`src/rtl/instr_mem_if.sv`:
```
// Fetch and program-load bus between the mini CPU front end and the
// instruction memory responder.
interface instr_mem_if;
   logic        REQ;
   logic [15:0] ADDR;
   logic [15:0] RDATA;
   logic        VALID;
   logic        ERR;
   logic        BUSY;
   logic        WR_EN;
   logic [15:0] WR_ADDR;
   logic [15:0] WR_DATA;

   modport master (
      output REQ, ADDR, WR_EN, WR_ADDR, WR_DATA,
      input  RDATA, VALID, ERR, BUSY
   );

   modport slave (
      input  REQ, ADDR, WR_EN, WR_ADDR, WR_DATA,
      output RDATA, VALID, ERR, BUSY
   );
endinterface

```
`src/rtl/instr_mem_responder.sv`:
```
// Instruction memory responder: captures a fetch address, waits WAIT_CYC extra
// cycles, then returns the stored word with a one-cycle VALID pulse.
module instr_mem_responder #(
   parameter int DEPTH    = 256,
   parameter int WAIT_CYC = 1
) (
   input  logic          CLK,
   input  logic          RST_N,
   instr_mem_if.slave    bus
);

   localparam int          AW      = (DEPTH > 1) ? $clog2(DEPTH) : 1;
   localparam logic [16:0] DEPTH_L = 17'(DEPTH);
   localparam logic [3:0]  WAIT_L  = 4'(WAIT_CYC);

   typedef enum logic [0:0] {
      ST_IDLE = 1'b0,
      ST_READ = 1'b1
   } state_t;

   state_t      state_r;
   state_t      state_s;
   logic [3:0]  cnt_r;
   logic [3:0]  cnt_s;
   logic [15:0] addr_r;
   logic        accept_s;
   logic        done_s;
   logic        addr_ok_s;
   logic [15:0] rd_word_s;
   logic [15:0] rdata_r;
   logic        valid_r;
   logic        err_r;
   logic        busy_r;
   logic [15:0] mem_r [DEPTH];

   // Full 16-bit compare so high addresses never alias onto low words.
   function automatic logic in_range(input logic [15:0] a);
      return ({1'b0, a} < DEPTH_L);
   endfunction

   // Program-load write port; memory has no reset and accepts writes in any state.
   always_ff @(posedge CLK) begin
      if (bus.WR_EN && in_range(bus.WR_ADDR)) begin
         mem_r[bus.WR_ADDR[AW-1:0]] <= bus.WR_DATA;
      end
   end

   // Read-side lookup of the captured address.
   always_comb begin
      addr_ok_s = in_range(addr_r);
      rd_word_s = 16'h0000;
      if (addr_ok_s) begin
         rd_word_s = mem_r[addr_r[AW-1:0]];
      end else begin
         rd_word_s = 16'h0000;
      end
   end

   // Next-state logic for the IDLE/READ sequencer.
   always_comb begin
      state_s  = state_r;
      cnt_s    = cnt_r;
      accept_s = 1'b0;
      done_s   = 1'b0;
      case (state_r)
         ST_IDLE: begin
            if (bus.REQ) begin
               accept_s = 1'b1;
               cnt_s    = WAIT_L;
               state_s  = ST_READ;
            end else begin
               state_s  = ST_IDLE;
            end
         end
         ST_READ: begin
            if (cnt_r != 4'd0) begin
               cnt_s   = cnt_r - 4'd1;
               state_s = ST_READ;
            end else begin
               done_s  = 1'b1;
               state_s = ST_IDLE;
            end
         end
         default: begin
            state_s = ST_IDLE;
            cnt_s   = 4'd0;
         end
      endcase
   end

   // State and output registers; the memory read above sees pre-edge contents,
   // which gives read-before-write on a completion-edge collision.
   always_ff @(posedge CLK or negedge RST_N) begin
      if (!RST_N) begin
         state_r <= ST_IDLE;
         cnt_r   <= 4'd0;
         addr_r  <= 16'h0000;
         rdata_r <= 16'h0000;
         valid_r <= 1'b0;
         err_r   <= 1'b0;
         busy_r  <= 1'b0;
      end else begin
         state_r <= state_s;
         cnt_r   <= cnt_s;
         if (accept_s) begin
            addr_r <= bus.ADDR;
         end
         if (done_s) begin
            rdata_r <= rd_word_s;
         end
         valid_r <= done_s;
         err_r   <= done_s & ~addr_ok_s;
         busy_r  <= (state_s == ST_READ);
      end
   end

   assign bus.RDATA = rdata_r;
   assign bus.VALID = valid_r;
   assign bus.ERR   = err_r;
   assign bus.BUSY  = busy_r;

endmodule

```
`src/flat_wrapper.sv`:
```
// flat-port wrapper written by rule: the top's interface ports become plain ports
module instr_mem_responder_flat 
#(
   parameter int DEPTH    = 256,
   parameter int WAIT_CYC = 1
)
  (CLK, RST_N, bus_REQ, bus_ADDR, bus_WR_EN, bus_WR_ADDR, bus_WR_DATA, bus_RDATA, bus_VALID, bus_ERR, bus_BUSY);
  instr_mem_if bus_i ();
  input  logic CLK;
  input  logic RST_N;
  input wire logic [$bits(bus_i.REQ)-1:0] bus_REQ;
  input wire logic [$bits(bus_i.ADDR)-1:0] bus_ADDR;
  input wire logic [$bits(bus_i.WR_EN)-1:0] bus_WR_EN;
  input wire logic [$bits(bus_i.WR_ADDR)-1:0] bus_WR_ADDR;
  input wire logic [$bits(bus_i.WR_DATA)-1:0] bus_WR_DATA;
  output wire logic [$bits(bus_i.RDATA)-1:0] bus_RDATA;
  output wire logic [$bits(bus_i.VALID)-1:0] bus_VALID;
  output wire logic [$bits(bus_i.ERR)-1:0] bus_ERR;
  output wire logic [$bits(bus_i.BUSY)-1:0] bus_BUSY;
  assign bus_i.REQ = bus_REQ;
  assign bus_i.ADDR = bus_ADDR;
  assign bus_i.WR_EN = bus_WR_EN;
  assign bus_i.WR_ADDR = bus_WR_ADDR;
  assign bus_i.WR_DATA = bus_WR_DATA;
  assign bus_RDATA = bus_i.RDATA;
  assign bus_VALID = bus_i.VALID;
  assign bus_ERR = bus_i.ERR;
  assign bus_BUSY = bus_i.BUSY;
  instr_mem_responder #(.DEPTH(DEPTH), .WAIT_CYC(WAIT_CYC)) u_core (.CLK(CLK), .RST_N(RST_N), .bus(bus_i));
endmodule
```
`config.mk`:
```
export PLATFORM = sky130hd
export DESIGN_NAME = instr_mem_responder_flat
export DESIGN_NICKNAME = d
export VERILOG_FILES = /design/src/rtl/instr_mem_if.sv /design/src/rtl/instr_mem_responder.sv /design/src/flat_wrapper.sv
export SDC_FILE = /design/constraint.sdc
export NUM_CORES = 2
export LEC_CHECK = 0
export CAP_MARGIN = 5
export CORE_MARGIN = 2
export CORE_UTILIZATION = 45
export CTS_CLUSTER_DIAMETER = 150
export DETAILED_ROUTE_END_ITERATION = 7
export SYNTH_ARGS = -nofsm -noshare
export SYNTH_HDL_FRONTEND = slang
export SYNTH_SLANG_ARGS = --single-unit
```
`constraint.sdc`:
```
create_clock -name CLK -period 2.7 [get_ports CLK]
set_clock_uncertainty 0.2 [all_clocks]
set_input_delay 0.54 -clock CLK [delete_from_list [all_inputs] [get_ports CLK]]
set_output_delay 0.54 -clock CLK [all_outputs]
set_load 0.005 [all_outputs]
```
=== Word-level counts from Yosys, hierarchy flattened ===
Memory sizes are Yosys's and may differ from the RTL's.
Index checks and enable logic that the tools add are counted.

* Add/sub/neg operators: 1
* Bitwise logic cells: 3
* $lt $le $gt $ge: 2
* Muxes and demuxes: 12
* Equality and inequality tests: 2
* Reductions and logical operators: 3

{| class="wikitable"
|+ Operator list
! operator !! count
|-
| $lt A16 B9 Y1 const B || 2
|-
| $mux W16 || 1
|-
| $mux W4 || 2
|-
| $pmux W4 S2 || 1
|-
| $mux W1 || 7
|-
| $ne A2 B2 Y1 const B || 2
|-
| $reduce_bool A4 Y1 || 1
|-
| $sub A4 B1 Y4 const B || 1
|-
| $not A1 Y1 || 2
|-
| $pmux W1 S2 || 1
|-
| $reduce_and A2 Y1 || 1
|-
| $and A1 B1 Y1 || 1
|-
| $logic_and A1 B1 Y1 || 1
|}

* RAM bits: 4096
* Logic and storage cells: 30
* Output and inout port bits: 19
* Memories: 1
* Input port bits: 52
* Register bits: 39

{| class="wikitable"
|+ Memories
! name !! depth !! width !! rd ports !! clocked after memory_dff !! wr ports !! line !! RTL
|-
| u_core.mem_r || 256 || 16 || 1 || 0 || 1 || instr_mem_responder.sv:34 || <nowiki>logic [15:0] mem_r [DEPTH];</nowiki>
|}

=== Depth between registers and ports, before layout ===
* Word-level depth: 4
* Gate-level depth with buffers: 14
* Depth with buffers taken out: 9

=== Worst setup path before layout ===
OpenSTA, ideal clock, no wires.

* Path type: input to register
* Start: input bus_WR_ADDR[15]
* End: memory u_core.mem_r[118][0] (enable)
* Arrival time: 2.391 ns
* Path slack: -0.280 ns
* Required time: 2.112 ns
* Stages on the path: 6
* Library setup time: 0.388 ns
* Path through: nor3_1 nand4_1 nor3b_1 nand3_1 clkbuf_1 nor2_1

* Word-level cells in the longest chain between the ends: 4

{| class="wikitable"
|+ RTL lines
! item !! line !! RTL
|-
| start: declaration || flat_wrapper.sv:14 || <nowiki>input wire logic [$bits(bus_i.WR_ADDR)-1:0] bus_WR_ADDR;</nowiki>
|-
| $lt A16 B9 Y1 || instr_mem_responder.sv:38 || <nowiki>return ({1'b0, a} < DEPTH_L);</nowiki>
|-
| $logic_and A1 B1 Y1 || instr_mem_responder.sv:43 || <nowiki>if (bus.WR_EN && in_range(bus.WR_ADDR)) begin</nowiki>
|-
| $mux W1 || instr_mem_responder.sv:43 ||
|-
| $mux W1 (not written as such) || instr_mem_responder.sv:44 || <nowiki>mem_r[bus.WR_ADDR[AW-1:0]] <= bus.WR_DATA;</nowiki>
|-
| end: declaration || instr_mem_responder.sv:34 ||
|}

No other way between the ends.

=== Worst setup path in the final report ===
* Start: register u_core.addr_r[0]
* End: register u_core.rdata_r[3], in the netlist u_core.bus.RDATA[3]

* Word-level cells in the longest chain between the ends: 2

{| class="wikitable"
|+ RTL lines
! item !! line !! RTL
|-
| start: declaration || instr_mem_responder.sv:25 || <nowiki>logic [15:0] addr_r;</nowiki>
|-
| start signal: assignment || instr_mem_responder.sv:106 || <nowiki>addr_r <= bus.ADDR;</nowiki>
|-
| $mem_v2 Z256 W16 or $lt A16 B9 Y1 (tied branches) || -- ||
|-
| $mux W16 * || instr_mem_responder.sv:52 || <nowiki>if (addr_ok_s) begin</nowiki>
|-
| end signal: assignment || instr_mem_responder.sv:109 || <nowiki>rdata_r <= rd_word_s;</nowiki>
|-
| end: declaration || instr_mem_responder.sv:30 || <nowiki>logic [15:0] rdata_r;</nowiki>
|}

Every way passes the cells marked *; elsewhere a longest branch is shown, timed or not.
A chain may end at the register's enable or synchronous reset.

==> metrics.yaml <==
synth.largest_area_cell: "edfxtp_1"
antenna_found_initial: 35
hold_viol: 0
numCtsBuffers: 417
root_buffer: "clkbuf_16"
grt_max_degree: 123
p_sw_w: 0.0588
start_util: 0.453
clock_sinks: 4135
syn_nets: 7385
ys_types: 75
num_io_pins: 71
place.gp.congestion: 0.889
drtIter0Drc: 11500
rows: 218
max_freq_ghz: 0.281
p_int_w: 0.132
synth_edf_count: 4096
syn2layout_area_growth_pct: 22.5
ys_ff_latch: 4135
drive_above_1_share: 0.358
violations: "setup timing"
yosysSeqAreaShare: 0.775
tightest_slew_ns: 1.43
arrival_ns: 4.22
die_area_sq_mm: 0.360
via_per_inst: 6.00
irDropWorstVdd_v: 0.000612
power_w: 0.191
pwr-share-seq: 0.373
power_frac_comb: 0.330
tns_ns: -12.23
syn-cell-area_sq_mm: 0.160
drc: 0
placed_area_sq_mm: 0.179
synth-main-ff-cell: "edfxtp_1"
wirelength_um: 462000
synthTopCellsByArea: "edfxtp_1 77%, mux4_2 13%, mux2i_1 2.5%, nor2_1 0.77%, dfrtp_1 0.61%"
htree_num_levels: 5
synthArstFlopShare: 0.00943
wl_per_cell_um: 33.2
worstPathMaxFanout: 8
finalCritPeriodShare: 1.32
pwr-share-clk: 0.297
io_buffers: 70
hp-class: "input port to async pin"
cp-end-kind: "register"
worstSetupPathType: "register to register"
cts.clk_slew.worst_paths_ns: 0.06
stdcell_area_sq_mm: 0.196
synth_most_common_cell: "edfxtp_1"
setup_viol: 19
final_max_slew_viol_count: 0
status: "finished with violations"
final_cells: 13900
vias: 83600
first_global_vias: 83200
die_h_um: 600
nets: 8881
timing.final.crit_period_ns: 3.56
maxCapViolCount: 0
avgSynthCellArea_sq_um: 21.8
fin_ws_ns: -0.865
p_sw_frac: 0.308
drt-pass1-iter-count: 8
relSlewSlack: 0.0342
hpwl_um: 296000
required_ns: 3.36
core_sq_mm: 0.353
synth_top_area_share: 0.769
netlist_instances: 7332
rsz0062_at_grt: "yes"
ant_nets: 0
grtUsageTotal: 0.255
cp-start-kind: "register"
p_leak_nw: 63.2
ys_warn_count: 0
die_w_um: 600
powerDensity_mw_per_mm2: 976
grt_remaining_overflow: 0
clk_latency_ns: 0.99
clock_path_buffers: 4
ys_top_cells_by_count: "4096 x edfxtp_1, 922 x mux4_2, 406 x mux2i_1, 327 x nor2_1, 235 x nand2_1"
grt_pass1_wl_um: 643000
dp.cells: 13000
cts_tree: "done"
sequential cells by signal, indices dropped and copies added (netlist names):
| register | flops |
|---|---|
| u_core.addr_r | 16 |
| u_core.bus.VALID | 1 |
| u_core.bus.ERR | 1 |
| u_core.state_r | 1 |
| u_core.mem_r | 4096 |
| u_core.cnt_r | 4 |
| u_core.bus.RDATA | 16 |
per-layer routing:
metal	global-route usage	routed length, um	vias to the layer above
met5	0	56	-
met4	0.0924	19200	8
met3	0.0454	41500	724
met2	0.401	217000	3998
met1	0.359	184000	44900
li1	-	-	34000
timing repair:
action | 4_1_cts | 5_1_grt
gates resized for setup | 254 | 103
hold buffers | 26 | 0
buffers inserted | 87 | 21
setup endpoints to repair | 34 | 18
pin swaps | 57 | 45
gates cloned | 16 | 2
hold endpoints to repair | 1017 | 0
stage by stage:
stage                     setup WS (ns)   util  hold slack [ns]
after global routing             -0.877  0.554            0.194
final                            -0.865  0.554            0.181
after floorplan                  -0.231      -           0.0444
after CTS                        -0.858  0.553           0.0865
after detailed placement          -1.41  0.508            0.269
after global placement            -1.74  0.508            0.251
kinds of logic after synthesis:
logic type               share of synthesized area
adder cells (fa/ha/maj)                  0.0000783
multiplexers                                 0.158
flip-flops                                   0.775
AO/OA/AOI/OAI                               0.0256
AND/OR/NAND/NOR                             0.0222
buffers and inverters                       0.0184
XOR/XNOR                                 0.0000548
area by class of cell:
class | instances | area (sq um)
timing repair buffer | 1508 | 18000
clock inverter | 249 | 2240
tap | 4730 | 5920
clock buffer | 521 | 11100
inverter | 7 | 41.3
antenna | 14 | 35.0
fill | 26100 | 157000
multi-input combinational | 2759 | 34500
sequential | 4135 | 124000
power groups by stage:
stage	clock (W)	sequential (W)	combinational, W
after detailed placement	0	0.0726	0.0575
after global routing	0.0599	0.0712	0.0654
final	0.0568	0.0712	0.0632
after global placement	0	0.0726	0.0573
after CTS	0.0574	0.0712	0.0622
after floorplan	0	0.0722	0.0307
cell usage in the layout, fill, tap and decap left out, drive strengths merged, types with 52 or more instances in the layout:
| master | count |
|---|---|
| edfxtp | 4096 |
| buf | 1419 |
| mux4 | 922 |
| clkbuf | 525 |
| mux2i | 406 |
| nor2 | 327 |
| nand2 | 235 |
| clkinv | 187 |
| o22ai | 128 |
| a21oi | 94 |
| o221ai | 73 |
| nand3 | 71 |
| o21ai | 55 |
| a22oi | 52 |
critical path: stages (launching register included):
cell and delay [ns]:
dfrtp_4 0.49, buf_12 0.18, buf_16 0.18, buf_8 0.12
mux4_2 0.51, mux4_2 0.56, a22oi_2 0.22, nand4_1 0.57
a22o_1 0.39
worst paths after layout:
path	startpoint	to	slack (ns)	cells after the start
min	RST_N	u_core.cnt_r[3]$_DFFE_PN0P_	0.18	3
max reg2reg	u_core.addr_r[0]$_DFFE_PN0P_	u_core.bus.RDATA[3]$_DFFE_PN0P_	-0.86	8
min reg2reg	u_core.addr_r[13]$_DFFE_PN0P_	u_core.addr_r[13]$_DFFE_PN0P_	0.29	2
max in group asynchronous	RST_N	u_core.addr_r[0]$_DFFE_PN0P_	0.51	3
max	u_core.addr_r[0]$_DFFE_PN0P_	u_core.bus.RDATA[3]$_DFFE_PN0P_	-0.86	8
min in group CLK	bus_REQ	u_core.addr_r[10]$_DFFE_PN0P_	0.18	4
No activity file was read; power rests on OpenSTA's default activity.
